<file path="src/rtl/mac_controller.sv">
// Sequencing FSM for the 16x16 multiply-accumulate datapath.
// All strobes are Moore decodes of the state register; only ld_a/ld_b also depend on in_valid.
//
// state  | meaning
// -------+------------------------------------------------------------
// IDLE   | waiting for start; length captured on accepted start
// CLEAR  | clear accumulator (and operands/product/counter if CLR_OPS)
// LOADN  | load datapath counter from N_o
// CHECK  | inspect eqz: finished or fetch the next pair
// FETCH  | in_ready high; wait for an operand transfer
// MUL    | load product register
// ACC    | accumulate product and decrement counter
// DONE   | one-cycle done pulse, back to IDLE
module mac_controller #(
  parameter int N_W     = 16,
  parameter bit CLR_OPS = 1'b1
) (
  input  logic           clk,
  input  logic           clr_n,
  input  logic           start,
  input  logic           abort,
  input  logic [N_W-1:0] n_len,
  input  logic           in_valid,
  output logic           in_ready,
  input  logic           eqz,
  output logic [N_W-1:0] N_o,
  output logic           ld_a,
  output logic           ld_b,
  output logic           ld_p,
  output logic           ld_acc,
  output logic           ld_N,
  output logic           dec_N,
  output logic           clr,
  output logic           clr_acc,
  output logic           busy,
  output logic           done
);

  typedef enum logic [2:0] {
    S_IDLE, S_CLEAR, S_LOADN, S_CHECK, S_FETCH, S_MUL, S_ACC, S_DONE
  } state_e;

  state_e         state_q, state_d;
  logic [N_W-1:0] n_q, n_d;

  always_ff @(posedge clk or negedge clr_n) begin
    if (!clr_n) begin
      state_q <= S_IDLE;
      n_q     <= '0;
    end else begin
      state_q <= state_d;
      n_q     <= n_d;
    end
  end

  always_comb begin
    state_d  = state_q;
    n_d      = n_q;
    in_ready = 1'b0;
    ld_a     = 1'b0;
    ld_b     = 1'b0;
    ld_p     = 1'b0;
    ld_acc   = 1'b0;
    ld_N     = 1'b0;
    dec_N    = 1'b0;
    clr      = 1'b0;
    clr_acc  = 1'b0;
    done     = 1'b0;
    unique case (state_q)
      S_IDLE: begin
        if (start) begin
          n_d     = n_len;
          state_d = S_CLEAR;
        end
      end
      S_CLEAR: begin
        clr_acc = 1'b1;
        clr     = CLR_OPS;
        state_d = S_LOADN;
      end
      S_LOADN: begin
        ld_N    = 1'b1;
        state_d = S_CHECK;
      end
      S_CHECK: state_d = eqz ? S_DONE : S_FETCH;
      S_FETCH: begin
        in_ready = 1'b1;
        ld_a     = in_valid;
        ld_b     = in_valid;
        if (in_valid) state_d = S_MUL;
      end
      S_MUL: begin
        ld_p    = 1'b1;
        state_d = S_ACC;
      end
      S_ACC: begin
        ld_acc  = 1'b1;
        dec_N   = 1'b1;
        state_d = S_CHECK;
      end
      S_DONE: begin
        done    = 1'b1;
        state_d = S_IDLE;
      end
      default: state_d = S_IDLE;
    endcase
    // abort wins over every transition; a same-cycle FETCH transfer still loads A/B
    if (abort && (state_q != S_IDLE)) state_d = S_IDLE;
  end

  assign busy = (state_q != S_IDLE);
  assign N_o  = n_q;

endmodule

</file>
<file path="config.mk">
export PLATFORM = sky130hd
export DESIGN_NAME = mac_controller
export DESIGN_NICKNAME = d
export VERILOG_FILES = /design/src/rtl/mac_controller.sv
export SDC_FILE = /design/constraint.sdc
export NUM_CORES = 1
export LEC_CHECK = 0
export ABC_AREA = 1
export BUFFER_PORTS_ARGS = -buffer_cell sky130_fd_sc_hd__buf_2
export CORE_ASPECT_RATIO = 2
export CORE_MARGIN = 2
export CORE_UTILIZATION = 25
export DETAILED_ROUTE_END_ITERATION = 8
export PLACE_DENSITY = 0.54
export SYNTH_ARGS = -nofsm -noshare
export SYNTH_HDL_FRONTEND = slang
export SYNTH_SLANG_ARGS = --single-unit
</file>
<file path="constraint.sdc">
create_clock -name clk -period 1.25 [get_ports clk]
set_input_delay 0 -clock clk [delete_from_list [all_inputs] [get_ports clk]]
set_output_delay 0 -clock clk [all_outputs]
set_load 0.05 [all_outputs]
</file>
# Yosys cells after proc, flatten, opt, wreduce, memory -nomap -nowiden
# Cells that the tools add are included.
[classes]
eq_ne = 9
mux = 12
reduce_logical = 6
[op_table]
columns = ["operator", "n"]
rows = [
  ["3-bit case mux with 7 select lines", 1],
  ["3-bit == test (second input constant)", 4],
  ["3-bit 2-to-1 mux", 3],
  ["1-bit 2-to-1 mux", 7],
  ["3-bit by 2-bit == test with 1-bit output (second input constant)", 2],
  ["3-bit inequality test (second input constant)", 2],
  ["2-bit AND reduction", 2],
  ["3-bit by 1-bit == test with 1-bit output (second input constant)", 1],
  ["3-bit logical NOT", 1],
  ["3-bit nonzero test", 1],
  ["2-bit 2-to-1 mux", 1],
  ["2-bit OR reduction", 1],
  ["1-bit logical AND", 1],
]
[totals]
regBits = 19
in_bits = 22
out_inout_bits = 27
word_cells = 29

# Longest topological paths before layout
# Gate-level depths: netlist of the first run.
[depth]
word_depth = 4
depth_mapped = 6
ltp_nobuf = 5

# Worst setup path before layout of the first run
# Ideal clock, no wire load.
[synth_timing]
path_kind = "register -> output"
start = "register state_q[0]"
end = "output port clr_acc"
arrival_time_ns = 2.011
path_slack_ns = -0.761
path_stages_with_launch = 4
path_buffers = 1
path_cell_list = "dfrtp_1 inv_1 nor3_1 buf_4"
[synth_between]
elab_chain_cells = 2
[synth_lines]
columns = ["item", "line_no", "text"]
rows = [
  ["start: declaration", "43", "state_e state_q, state_d;"],
  ["start signal: assignment", "51", "state_q <= state_d;"],
  ["3-bit by 1-bit == test with 1-bit output", "n/a", ""],
  ["1-bit 2-to-1 mux", "n/a", ""],
  ["end: declaration", "34", "output logic clr_acc,"],
]
# No other way between the ends.

# Final worst setup path of the first run
[layout_timing]
start = "register state_q[1]"
end = "output port busy"
[layout_between]
elab_chain_cells = 1
[layout_lines]
columns = ["item", "line_no", "text"]
rows = [
  ["3-bit nonzero test", "111", "assign busy = (state_q != S_IDLE);"],
  ["end: declaration", "35", "output logic busy,"],
]
# No other way between the ends.

==> results of run 1 <==
[logic make-up after synthesis]
| logic type | Yosys count | share of synthesized area, % |
|---|---|---|
| flops | 19 | 50.1 |
| buf+inv | 16 | 10.9 |
| simple gates | 56 | 25.9 |
| compound gates | 18 | 13.1 |
[repair_timing]
item                                   4_1_cts  5_1_grt
setup endpoints to repair                   27       27
hold buffers                                18        0
pin swaps                                    3        1
gates cloned                                 0        0
setup buffers                                4        2
endpoints found under the hold margin       36        0
resized for setup                           27       13
[state kept, by name (all words and copies together) (netlist names)]
name     flops
N_o         16
state_q      3
[worst max path at each step]
stage | from | to | slack, ps | depth (start not counted)
floorplan | state_q[0]$_DFFE_PN0P_ | clr_acc | -280 | 3
global placement | state_q[1]$_DFFE_PN0P_ | N_o[11]$_DFFE_PN0P_ | 10 | 5
detailed placement | state_q[1]$_DFFE_PN0P_ | N_o[2]$_DFFE_PN0P_ | -20 | 5
CTS | state_q[1]$_DFFE_PN0P_ | busy | -10 | 4
global route | state_q[1]$_DFFE_PN0P_ | ld_a | -70 | 4
finish | state_q[1]$_DFFE_PN0P_ | busy | -7 | 4
[cells in the final DEF (no fill, tap or decap)]
| cell type | instances |
|---|---|
| sky130_fd_sc_hd__nand2_2 | 2 |
| sky130_fd_sc_hd__a21oi_2 | 1 |
| sky130_fd_sc_hd__nor2_2 | 1 |
| sky130_fd_sc_hd__buf_2 | 37 |
| sky130_fd_sc_hd__inv_2 | 2 |
| sky130_fd_sc_hd__nor3_2 | 1 |
| sky130_fd_sc_hd__nor2_4 | 5 |
| sky130_fd_sc_hd__o21ai_1 | 3 |
| sky130_fd_sc_hd__inv_1 | 7 |
| sky130_fd_sc_hd__dlygate4sd3_1 | 18 |
| sky130_fd_sc_hd__dfrtp_1 | 18 |
| sky130_fd_sc_hd__nor2_1 | 5 |
| sky130_fd_sc_hd__nand2_1 | 36 |
| sky130_fd_sc_hd__clkbuf_1 | 1 |
| sky130_fd_sc_hd__buf_8 | 2 |
| sky130_fd_sc_hd__o21ai_0 | 4 |
| sky130_fd_sc_hd__clkbuf_8 | 3 |
| sky130_fd_sc_hd__buf_4 | 7 |
| sky130_fd_sc_hd__nand2_4 | 1 |
| sky130_fd_sc_hd__o21ai_2 | 9 |
| sky130_fd_sc_hd__buf_6 | 9 |
| sky130_fd_sc_hd__buf_12 | 3 |
| sky130_fd_sc_hd__a21oi_1 | 1 |
| sky130_fd_sc_hd__nor3_4 | 1 |
| sky130_fd_sc_hd__nand3_1 | 2 |
| sky130_fd_sc_hd__nand4_1 | 2 |
| sky130_fd_sc_hd__dfrtp_2 | 1 |
[cell type report]
class                   count  area, um2
inverters                   9       33.8
fillers                   380       2000
clock buffers               4       45.0
multi-input cells          74        417
flip-flops and latches     19        477
well taps                  49       61.3
repair buffers             76        609
[power by group through the flow]
stage | clock network (uW) | logic (uW) | registers (uW)
after floorplan | 0 | 1120 | 1970
after global placement | 0 | 2370 | 1090
after CTS | 430 | 2690 | 1080
final | 418 | 2890 | 1080
after global routing | 476 | 3070 | 1110
after detailed placement | 0 | 2390 | 1090
[synth_stat cells]
cell type	count	area, um2
sky130_fd_sc_hd__o21ai_0	8	40.0
sky130_fd_sc_hd__inv_2	1	3.75
sky130_fd_sc_hd__a21oi_2	1	8.76
sky130_fd_sc_hd__buf_6	2	22.5
sky130_fd_sc_hd__buf_2	1	5.00
sky130_fd_sc_hd__nand3_1	2	10.0
sky130_fd_sc_hd__nand2_1	37	139
sky130_fd_sc_hd__inv_1	8	30.0
sky130_fd_sc_hd__nand4_1	2	12.5
sky130_fd_sc_hd__nor3_1	2	10.0
sky130_fd_sc_hd__buf_4	3	22.5
sky130_fd_sc_hd__o21ai_2	8	70.1
sky130_fd_sc_hd__a21oi_1	1	5.00
sky130_fd_sc_hd__nand2_2	1	6.26
sky130_fd_sc_hd__buf_12	1	20.0
sky130_fd_sc_hd__nor2_4	2	22.5
sky130_fd_sc_hd__nand2_4	1	11.3
sky130_fd_sc_hd__nor2_1	9	33.8
sky130_fd_sc_hd__dfrtp_1	19	475
[per-layer routing]
layer	GRT usage, %	part of all wire [%]	wire (um)
met5	0	0	0
met4	5.41	1.9	48
met2	22.0	55	1370
met3	1.19	3.6	90
met1	14.1	40	1000
[per-stage QoR]
stage / worst slack [ps] / setup TNS (ps) / power [uW] / utilization, % / hold slack [ps]
floorplan: -277 / -339 / 3090 / - / -296
global placement: 13.3 / 0 / 3450 / 34.0 / -34.6
detailed placement: -22.1 / -125 / 3490 / 34.0 / -31.8
CTS: -10.6 / -11.3 / 4200 / 43.3 / 53.8
global route: -70.1 / -496 / 4660 / 45.1 / 53.8
finish: -6.74 / -6.74 / 4390 / 45.1 / 55.6
[worst register-to-register path, cell delays in order, from the launching register on]
cell                      delay [ps]
sky130_fd_sc_hd__dfrtp_2         450
sky130_fd_sc_hd__nor2_4          150
sky130_fd_sc_hd__nand2_4         100
sky130_fd_sc_hd__buf_6           150
sky130_fd_sc_hd__o21ai_0         140
sky130_fd_sc_hd__nand2_1          70
==> flow_results.xml, run 1 <==
<?xml version="1.0" encoding="UTF-8"?>
<metrics>
  <group name="logic_synthesis">
    <metric name="synth.distinct_cells" unit="">19</metric>
    <metric name="number_of_synthesized_register_bits" unit="">19</metric>
    <metric name="ys.warnings.count" unit="">0</metric>
    <metric name="synth_seq_area_share" unit="%">50.1</metric>
    <metric name="synth_area_per_cell" unit="um2">8.70</metric>
    <metric name="syn-cell-area" unit="um2">948</metric>
    <metric name="post_synth_inst_count" unit="">109</metric>
    <metric name="mappedNetlistNets" unit="">131</metric>
  </group>
  <group name="power_and_ir_drop">
    <metric name="ir_worst_vdd" unit="uV">1720</metric>
    <metric name="power_report.internal_total" unit="uW">2050</metric>
    <metric name="power.clock.fraction" unit="%">9.5</metric>
    <metric name="power_frac_comb" unit="%">65.9</metric>
    <metric name="static-leakage-power" unit="uW">0.000836</metric>
    <metric name="cellPowerDensity" unit="nW/um2">2670</metric>
    <metric name="net-switching-power" unit="uW">2340</metric>
    <metric name="power.switching_fraction" unit="%">53.3</metric>
    <metric name="proportion_of_power_drawn_by_flip_flops_and_latches" unit="%">24.6</metric>
  </group>
  <group name="die">
    <metric name="io_pins" unit="">49</metric>
    <metric name="floorplan.core_area" unit="um2">3650</metric>
    <metric name="dieArea" unit="um2">4330</metric>
    <metric name="floorplan.initialDensity" unit="%">26.0</metric>
    <metric name="placementRows" unit="">31</metric>
    <metric name="die_width" unit="um">47.6</metric>
    <metric name="die_height" unit="um">91.1</metric>
  </group>
  <group name="sta">
    <metric name="fin_crit_sh" unit="%">101</metric>
    <metric name="setup_viol" unit="">1</metric>
    <metric name="worst_slack" unit="ps">-6.74</metric>
    <metric name="finalHoldViolations" unit="">0</metric>
    <metric name="fmax" unit="GHz">0.796</metric>
    <metric name="pin_slew_with_the_least_headroom_to_its_limit" unit="ps">437</metric>
    <metric name="grt_setup_unrepaired" unit="">true</metric>
    <metric name="finalCriticalPeriod" unit="ps">1260</metric>
    <metric name="skew" unit="ps">3.27</metric>
    <metric name="timing.final.max_slew_violations" unit="">0</metric>
    <metric name="slew_headroom" unit="%">70.9</metric>
  </group>
  <group name="setup_path">
    <metric name="cp.buffers_inverters" unit="">2</metric>
    <metric name="critical_path.cell_chain" unit="">nor2_4 &gt; nand2_4 &gt; buf_12 &gt; buf_12</metric>
    <metric name="timing.rr.end" unit="">N_o[3]$_DFFE_PN0P_</metric>
    <metric name="crit_path_top_delay_cell" unit="">sky130_fd_sc_hd__dfrtp_2</metric>
    <metric name="worst-r2r-cell-count" unit="">5</metric>
    <metric name="critical_path.reg2reg.startpoint" unit="">state_q[1]$_DFFE_PN0P_</metric>
    <metric name="crit_family" unit="">flip-flops</metric>
    <metric name="timing.critical_path.arrival" unit="ps">1260</metric>
    <metric name="worstSetupPathType" unit="">reg2out</metric>
    <metric name="critical_path.endpoint_type" unit="">output port</metric>
    <metric name="cpPeakStageDelay" unit="ps">450</metric>
    <metric name="crit_path_max_fanout" unit="">9</metric>
    <metric name="worstSetupStartpointType" unit="">flip-flop</metric>
    <metric name="reg2reg_slack" unit="ps">80</metric>
    <metric name="required" unit="ps">1250</metric>
    <metric name="cell_occurring_most_often_along_the_worst_timing_path" unit="">sky130_fd_sc_hd__buf_12</metric>
  </group>
  <group name="min_path">
    <metric name="timing.hold.worst.start" unit="">eqz</metric>
    <metric name="min_path_type" unit="">in2reg</metric>
    <metric name="min_delay_path_depth" unit="">3</metric>
    <metric name="worst_hold_path_endpoint" unit="">state_q[1]$_DFFE_PN0P_</metric>
  </group>
  <group name="cells_and_area">
    <metric name="fin_nets" unit="">205</metric>
    <metric name="flow.area_growth_from_synthesis" unit="%">73.2</metric>
    <metric name="n_antenna_cell" unit="">0</metric>
    <metric name="stdcell_count" unit="">231</metric>
    <metric name="drive_gt1_share" unit="%">46.7</metric>
    <metric name="post-route-cell-area" unit="um2">1640</metric>
  </group>
  <group name="placed_design">
    <metric name="dpl.hpwl" unit="mm">1.74</metric>
    <metric name="place_area" unit="um2">1240</metric>
    <metric name="place_congestion" unit="">0.707</metric>
    <metric name="number_of_cells_in_the_design_after_placement" unit="">203</metric>
    <metric name="io_buffers" unit="">48</metric>
  </group>
  <group name="drt">
    <metric name="drtIter0Drc" unit="">15</metric>
    <metric name="drt_pre_antenna_iters" unit="">4</metric>
    <metric name="wirelength" unit="mm">2.51</metric>
    <metric name="post-route-drc-count" unit="">0</metric>
    <metric name="via_count_normalized_by_instance_count" unit="">4.20</metric>
    <metric name="post_drt_wl_per_cell" unit="um">10.8</metric>
    <metric name="antenna_violating_nets_left" unit="">0</metric>
    <metric name="route.vias.total" unit="">970</metric>
  </group>
  <group name="global_routing">
    <metric name="maximum_number_of_pins_on_one_net_before_global_route_repair" unit="">20</metric>
    <metric name="global_route.usage.total" unit="%">12.5</metric>
    <metric name="gr-total-overflow" unit="">0</metric>
    <metric name="global_route_wire_length_before_repair" unit="mm">4.06</metric>
    <metric name="antenna_violations_before_repair" unit="">0</metric>
    <metric name="grt_pass1_vias" unit="">960</metric>
  </group>
  <group name="clock_tree">
    <metric name="cts_buffers" unit="">3</metric>
    <metric name="cts.htree.levels" unit="">1</metric>
    <metric name="clock-sinks" unit="">19</metric>
    <metric name="cts.reportedPaths.clkPinSlew" unit="ps">70</metric>
    <metric name="cts.path.max_buffers" unit="">2</metric>
    <metric name="worstSkewPairLatency" unit="ps">250</metric>
    <metric name="cts_root_buf" unit="">sky130_fd_sc_hd__clkbuf_8</metric>
    <metric name="tritoncts" unit="">done</metric>
  </group>
  <group name="outcome">
    <metric name="outcome" unit="">finished with violations</metric>
    <metric name="failed_checks" unit="">setup timing</metric>
  </group>
  <group name="job">
    <metric name="maxCapViolations" unit="">0</metric>
  </group>
</metrics>
No activity file was read; power rests on OpenSTA's default activity.
==> inputs of run 2 (changes only) <==
PLACE_DENSITY = 0.57   (was 0.54)
==> flow_results.xml, run 2 (synthesis gave the netlist of run 1 again) <==
<?xml version="1.0" encoding="UTF-8"?>
<metrics>
  <group name="outcome">
    <metric name="outcome" unit="">finished with violations</metric>
    <metric name="failed_checks" unit="">setup timing</metric>
  </group>
  <group name="sta">
    <metric name="fin_tns_setup" unit="ps">-161</metric>
    <metric name="slew_headroom" unit="%">71.1</metric>
    <metric name="worst_slack" unit="ps">-29.1</metric>
    <metric name="setup_viol" unit="">7</metric>
    <metric name="finalHoldViolations" unit="">0</metric>
    <metric name="fmax" unit="GHz">0.782</metric>
    <metric name="timing.final.max_slew_violations" unit="">0</metric>
    <metric name="skew" unit="ps">2.83</metric>
    <metric name="pin_slew_with_the_least_headroom_to_its_limit" unit="ps">434</metric>
    <metric name="fin_crit_sh" unit="%">102</metric>
    <metric name="grt_setup_unrepaired" unit="">true</metric>
    <metric name="finalCriticalPeriod" unit="ps">1280</metric>
  </group>
  <group name="clock_tree">
    <metric name="clock-sinks" unit="">19</metric>
    <metric name="cts.reportedPaths.clkPinSlew" unit="ps">70</metric>
    <metric name="cts.path.max_buffers" unit="">2</metric>
    <metric name="cts_buffers" unit="">3</metric>
    <metric name="cts_root_buf" unit="">sky130_fd_sc_hd__clkbuf_8</metric>
    <metric name="cts.htree.levels" unit="">1</metric>
    <metric name="tritoncts" unit="">done</metric>
    <metric name="worstSkewPairLatency" unit="ps">250</metric>
  </group>
  <group name="placed_design">
    <metric name="io_buffers" unit="">48</metric>
    <metric name="number_of_cells_in_the_design_after_placement" unit="">208</metric>
    <metric name="pre_cts_ws" unit="ps">43.9</metric>
    <metric name="place_congestion" unit="">0.722</metric>
    <metric name="dpl.hpwl" unit="mm">1.90</metric>
  </group>
  <group name="job">
    <metric name="maxCapViolations" unit="">0</metric>
  </group>
  <group name="min_path">
    <metric name="worst_hold_path_endpoint" unit="">state_q[1]$_DFFE_PN0P_</metric>
    <metric name="min_path_type" unit="">in2reg</metric>
    <metric name="min_delay_path_depth" unit="">3</metric>
    <metric name="timing.hold.worst.start" unit="">eqz</metric>
  </group>
  <group name="setup_path">
    <metric name="critical_path.reg2reg.startpoint" unit="">state_q[0]$_DFFE_PN0P_</metric>
    <metric name="timing.rr.end" unit="">N_o[11]$_DFFE_PN0P_</metric>
    <metric name="worstSetupPathType" unit="">reg2out</metric>
    <metric name="required" unit="ps">1250</metric>
    <metric name="reg2reg_slack" unit="ps">0</metric>
    <metric name="worst-r2r-cell-count" unit="">7</metric>
    <metric name="critical_path.endpoint_type" unit="">output port</metric>
    <metric name="crit_path_max_fanout" unit="">3</metric>
    <metric name="timing.critical_path.arrival" unit="ps">1280</metric>
    <metric name="worstSetupStartpointType" unit="">flip-flop</metric>
  </group>
  <group name="drt">
    <metric name="route.vias.total" unit="">995</metric>
    <metric name="wirelength" unit="mm">2.86</metric>
    <metric name="drtIter0Drc" unit="">8</metric>
    <metric name="drt_pre_antenna_iters" unit="">2</metric>
    <metric name="via_count_normalized_by_instance_count" unit="">4.20</metric>
    <metric name="antenna_violating_nets_left" unit="">0</metric>
    <metric name="post-route-drc-count" unit="">0</metric>
    <metric name="post_drt_wl_per_cell" unit="um">12.1</metric>
  </group>
  <group name="cells_and_area">
    <metric name="fin_nets" unit="">211</metric>
    <metric name="largest_register_ffs" unit="">16</metric>
    <metric name="final_core_utilization" unit="%">46.6</metric>
    <metric name="final_common_cell" unit="">sky130_fd_sc_hd__buf_2</metric>
    <metric name="drive_gt1_share" unit="%">50.0</metric>
    <metric name="n_antenna_cell" unit="">0</metric>
    <metric name="fillerInstances" unit="">368</metric>
    <metric name="flow.area_growth_from_synthesis" unit="%">79.0</metric>
    <metric name="stdcell_count" unit="">237</metric>
    <metric name="most-common-layout-cells" unit="">37 x sky130_fd_sc_hd__buf_2, 36 x sky130_fd_sc_hd__nand2_1, 18 x sky130_fd_sc_hd__dfrtp_1, 18 x sky130_fd_sc_hd__dlygate4sd3_1</metric>
  </group>
  <group name="power_and_ir_drop">
    <metric name="cellPowerDensity" unit="nW/um2">2680</metric>
    <metric name="static-leakage-power" unit="uW">0.000870</metric>
    <metric name="ir_worst_vdd" unit="uV">1620</metric>
    <metric name="totalPowerFinal" unit="uW">4550</metric>
  </group>
  <group name="die">
    <metric name="die_height" unit="um">91.1</metric>
    <metric name="floorplan.core_area" unit="um2">3650</metric>
    <metric name="die_width" unit="um">47.6</metric>
    <metric name="placementRows" unit="">31</metric>
    <metric name="io_pins" unit="">49</metric>
    <metric name="floorplan.initialDensity" unit="%">26.0</metric>
    <metric name="dieArea" unit="um2">4330</metric>
  </group>
  <group name="global_routing">
    <metric name="antenna_violations_before_repair" unit="">0</metric>
    <metric name="use_met2" unit="%">29.3</metric>
    <metric name="global_route.peak_usage_layer" unit="">met2</metric>
    <metric name="gr-total-overflow" unit="">0</metric>
    <metric name="maximum_number_of_pins_on_one_net_before_global_route_repair" unit="">20</metric>
    <metric name="globalRouteMet1Util" unit="%">12.3</metric>
    <metric name="grt_pass1_vias" unit="">1050</metric>
    <metric name="global_route_wire_length_before_repair" unit="mm">4.51</metric>
    <metric name="global_route.usage.total" unit="%">14.3</metric>
    <metric name="globalRouteMet3Util" unit="%">1.19</metric>
  </group>
</metrics>
==> run 2: changes by cell type in the layout (fill, tap and decap cells not counted), sizes merged <==
cell | before | now
buf | 58 | 64
clkbuf | 4 | 3
clkinv | 0 | 1
==> run 2: repair_timing <==
item | in CTS | in global routing
endpoints found under the setup margin | 11 | 27
hold endpoints to repair | 36 | 0
cloned | 0 | 0
hold buffers | 18 | 0
pin swaps | 6 | 1
setup buffers | 6 | 1
gates resized for setup | 29 | 11
==> run 2: worst max-delay path by stage <==
stage | startpoint | endpoint | slack, ps | depth (start not counted)
floorplan | state_q[0]$_DFFE_PN0P_ | clr_acc | -280 | 3
global placement | state_q[0]$_DFFE_PN0P_ | dec_N | 70 | 5
detailed placement | state_q[1]$_DFFE_PN0P_ | N_o[13]$_DFFE_PN0P_ | 40 | 6
CTS | state_q[1]$_DFFE_PN0P_ | ld_a | -40 | 5
global route | state_q[0]$_DFFE_PN0P_ | ld_b | -100 | 5
finish | state_q[0]$_DFFE_PN0P_ | ld_acc | -30 | 5
==> run 2: area by class of cell <==
class | instances | area [um2] | area share (%)
multi-input cells | 74 | 428 | 25.2
inverters | 9 | 33.8 | 1.99
flip-flops and latches | 19 | 477 | 28.1
repair buffers | 82 | 652 | 38.4
well taps | 49 | 61.3 | 3.61
clock buffers | 3 | 41.3 | 2.43
clock inverters | 1 | 5.00 | 0.295
==> run 2: routing by layer <==
layer,vias up,wire [um]
met3,2,62
met2,23,1850
met5,-,0
li1,495,-
met4,0,28
met1,475,920
==> run 2: power by group <==
group	internal, uW	switching, uW	leakage, uW	total (uW)
sequential	896	188	0.000236	1080
combinational	1010	2030	0.000609	3040
clock	221	204	0.0000255	425
total	2130	2420	0.000870	4550
==> run 2: stage by stage <==
step           area, um2  hold slack [ps]
2_1_floorplan        985             -296
6_report            1700             51.5
4_1_cts             1650             46.2
5_1_grt             1700             65.1
3_3_place_gp        1280            -28.6
3_5_place_dp        1280            -28.9
==> run 2: worst max-delay path, cell delays in order (launching register included) <==
cell	delay (ps)
sky130_fd_sc_hd__dfrtp_1	430
sky130_fd_sc_hd__buf_6	150
sky130_fd_sc_hd__nor2_4	100
sky130_fd_sc_hd__inv_2	70
sky130_fd_sc_hd__nor2_4	120
sky130_fd_sc_hd__buf_8	160
==> inputs of run 3 (changes only) <==
SETUP_SLACK_MARGIN = 0.2   (was unset)
==> flow_results.xml, run 3 (synthesis gave the netlist of run 1 again) <==
<?xml version="1.0" encoding="UTF-8"?>
<metrics>
  <group name="outcome">
    <metric name="outcome" unit="">finished with violations</metric>
    <metric name="failed_checks" unit="">setup timing</metric>
  </group>
  <group name="power_and_ir_drop">
    <metric name="ir_worst_vdd" unit="uV">1190</metric>
    <metric name="cellPowerDensity" unit="nW/um2">2720</metric>
    <metric name="static-leakage-power" unit="uW">0.000936</metric>
  </group>
  <group name="global_routing">
    <metric name="global_route.usage.total" unit="%">14.3</metric>
    <metric name="maximum_number_of_pins_on_one_net_before_global_route_repair" unit="">20</metric>
    <metric name="global_route_wire_length_before_repair" unit="mm">4.51</metric>
    <metric name="antenna_violations_before_repair" unit="">0</metric>
    <metric name="gr-total-overflow" unit="">0</metric>
    <metric name="grt_pass1_vias" unit="">1043</metric>
  </group>
  <group name="clock_tree">
    <metric name="cts.reportedPaths.clkPinSlew" unit="ps">70</metric>
    <metric name="cts_root_buf" unit="">sky130_fd_sc_hd__clkbuf_8</metric>
    <metric name="tritoncts" unit="">done</metric>
    <metric name="clock-sinks" unit="">19</metric>
    <metric name="worstSkewPairLatency" unit="ps">260</metric>
    <metric name="cts.path.max_buffers" unit="">2</metric>
    <metric name="cts.htree.levels" unit="">1</metric>
    <metric name="cts_buffers" unit="">3</metric>
  </group>
  <group name="sta">
    <metric name="fin_tns_setup" unit="ps">-238</metric>
    <metric name="fin_crit_sh" unit="%">105</metric>
    <metric name="skew" unit="ps">4.96</metric>
    <metric name="hold_slack" unit="ps">66.2</metric>
    <metric name="setup_viol" unit="">8</metric>
    <metric name="grt_setup_unrepaired" unit="">true</metric>
    <metric name="slew_headroom" unit="%">71.5</metric>
    <metric name="finalCriticalPeriod" unit="ps">1310</metric>
    <metric name="pin_slew_with_the_least_headroom_to_its_limit" unit="ps">427</metric>
    <metric name="finalHoldViolations" unit="">0</metric>
    <metric name="timing.final.max_slew_violations" unit="">0</metric>
    <metric name="fmax" unit="GHz">0.766</metric>
    <metric name="worst_slack" unit="ps">-56.3</metric>
  </group>
  <group name="drt">
    <metric name="route.vias.total" unit="">1006</metric>
    <metric name="antenna_violating_nets_left" unit="">0</metric>
    <metric name="post-route-drc-count" unit="">0</metric>
    <metric name="wirelength" unit="mm">2.82</metric>
    <metric name="drt_pre_antenna_iters" unit="">4</metric>
    <metric name="via_count_normalized_by_instance_count" unit="">4.19</metric>
    <metric name="post_drt_wl_per_cell" unit="um">11.8</metric>
    <metric name="drtIter0Drc" unit="">12</metric>
  </group>
  <group name="setup_path">
    <metric name="cp.buffers_inverters" unit="">2</metric>
    <metric name="worstSetupStartpointType" unit="">flip-flop</metric>
    <metric name="critical_path.cell_chain" unit="">nor2_4 &gt; buf_6 &gt; nand2_4 &gt; nor2_4 &gt; buf_6</metric>
    <metric name="worstSetupPathType" unit="">reg2out</metric>
    <metric name="crit_path_max_fanout" unit="">6</metric>
    <metric name="timing.critical_path.arrival" unit="ps">1310</metric>
    <metric name="cpPeakStageDelay" unit="ps">460</metric>
    <metric name="critical_path.endpoint_type" unit="">output port</metric>
    <metric name="required" unit="ps">1250</metric>
    <metric name="crit_path_top_delay_cell" unit="">sky130_fd_sc_hd__dfrtp_2</metric>
    <metric name="crit_family" unit="">flip-flops</metric>
  </group>
  <group name="min_path">
    <metric name="min_path_type" unit="">in2reg</metric>
  </group>
  <group name="die">
    <metric name="die_height" unit="um">91.1</metric>
    <metric name="io_pins" unit="">49</metric>
    <metric name="dieArea" unit="um2">4330</metric>
    <metric name="floorplan.core_area" unit="um2">3650</metric>
    <metric name="die_width" unit="um">47.6</metric>
    <metric name="placementRows" unit="">31</metric>
    <metric name="floorplan.initialDensity" unit="%">26.0</metric>
  </group>
  <group name="cells_and_area">
    <metric name="n_antenna_cell" unit="">0</metric>
    <metric name="final_common_cell" unit="">sky130_fd_sc_hd__buf_2</metric>
    <metric name="post-route-cell-area" unit="um2">1820</metric>
    <metric name="drive_gt1_share" unit="%">59.2</metric>
    <metric name="largest_register_ffs" unit="">16</metric>
    <metric name="most-common-layout-cells" unit="">37 x sky130_fd_sc_hd__buf_2, 22 x sky130_fd_sc_hd__nand2_1, 18 x sky130_fd_sc_hd__dlygate4sd3_1, 17 x sky130_fd_sc_hd__buf_6, 16 x sky130_fd_sc_hd__dfrtp_1</metric>
    <metric name="flow.area_growth_from_synthesis" unit="%">92.1</metric>
    <metric name="final_core_utilization" unit="%">50.0</metric>
    <metric name="fillerInstances" unit="">367</metric>
    <metric name="fin_nets" unit="">214</metric>
  </group>
  <group name="placed_design">
    <metric name="place_congestion" unit="">0.682</metric>
    <metric name="dpl.hpwl" unit="mm">1.87</metric>
    <metric name="place_area" unit="um2">1260</metric>
    <metric name="pre_cts_ws" unit="ps">6.04</metric>
    <metric name="io_buffers" unit="">48</metric>
  </group>
  <group name="job">
    <metric name="maxCapViolations" unit="">0</metric>
  </group>
</metrics>
==> run 3: cell count changes in the layout (fill, tap and decap cells not counted), moves of 3 or more <==
cell                      previous run  this run
sky130_fd_sc_hd__o21ai_1             0         6
sky130_fd_sc_hd__nand2_1            36        22
sky130_fd_sc_hd__nand2_4             2         8
sky130_fd_sc_hd__o21ai_0             8         0
sky130_fd_sc_hd__buf_6              11        17
sky130_fd_sc_hd__buf_4              11         8
sky130_fd_sc_hd__nand2_2             1         9
==> run 3: where the power goes <==
group	internal (uW)	total (uW)	switching, uW
combinational	1270	3400	2130
clock	227	434	207
sequential	901	1110	213
==> run 3: what timing repair did <==
action | in CTS | in global routing
gates cloned | 0 | 1
endpoints found under the hold margin | 36 | 0
resized for setup | 47 | 12
pin swaps | 7 | 3
setup endpoints to repair | 28 | 29
hold buffers | 18 | 0
buffers inserted | 13 | 0
==> run 3: worst paths after layout <==
path / from / to / slack (ps) / cells past startpoint
setup / recovery: state_q[1]$_DFFE_PN0P_ / ld_a / -60 / 5
hold / removal: eqz / state_q[1]$_DFFE_PN0P_ / 70 / 3
setup reg to reg: state_q[1]$_DFFE_PN0P_ / N_o[8]$_DFFE_PN0P_ / -10 / 6
hold reg to reg: N_o[10]$_DFFE_PN0P_ / N_o[10]$_DFFE_PN0P_ / 480 / 2
max in group asynchronous: clr_n / state_q[2]$_DFFE_PN0P_ / 720 / 2
min in group asynchronous: clr_n / N_o[3]$_DFFE_PN0P_ / 210 / 2
==> run 3: layout make-up <==
class / instances / area (um2) / share of cell area, %
clock buffers: 4 / 45.0 / 2.47
well taps: 49 / 61.3 / 3.37
multi-input cells: 74 / 488 / 26.8
flip-flops and latches: 19 / 479 / 26.3
inverters: 9 / 36.3 / 1.99
repair buffers: 85 / 712 / 39.1
==> run 3: per-layer routing <==
metal | part of all wire (%) | global-route usage, % | up-vias
met1 | 33 | 14.9 | 468
met5 | 0 | 0 | -
met4 | 1.8 | 5.41 | 0
met3 | 4.0 | 1.79 | 5
li1 | - | - | 504
met2 | 61 | 26.2 | 29
==> run 3: per-stage QoR <==
| step | cells | total power (uW) |
|---|---|---|
| after floorplan | 109 | 3170 |
| after detailed placement | 204 | 3610 |
| after CTS | 239 | 4790 |
| after global placement | 204 | 3550 |
| final | 240 | 4950 |
| after global routing | 240 | 5200 |
==> run 3: worst min-delay path: cells and delay by family <==
family	cells	cell delay, ps
buf+inv	1	100
simple gates	1	130
compound gates	1	60
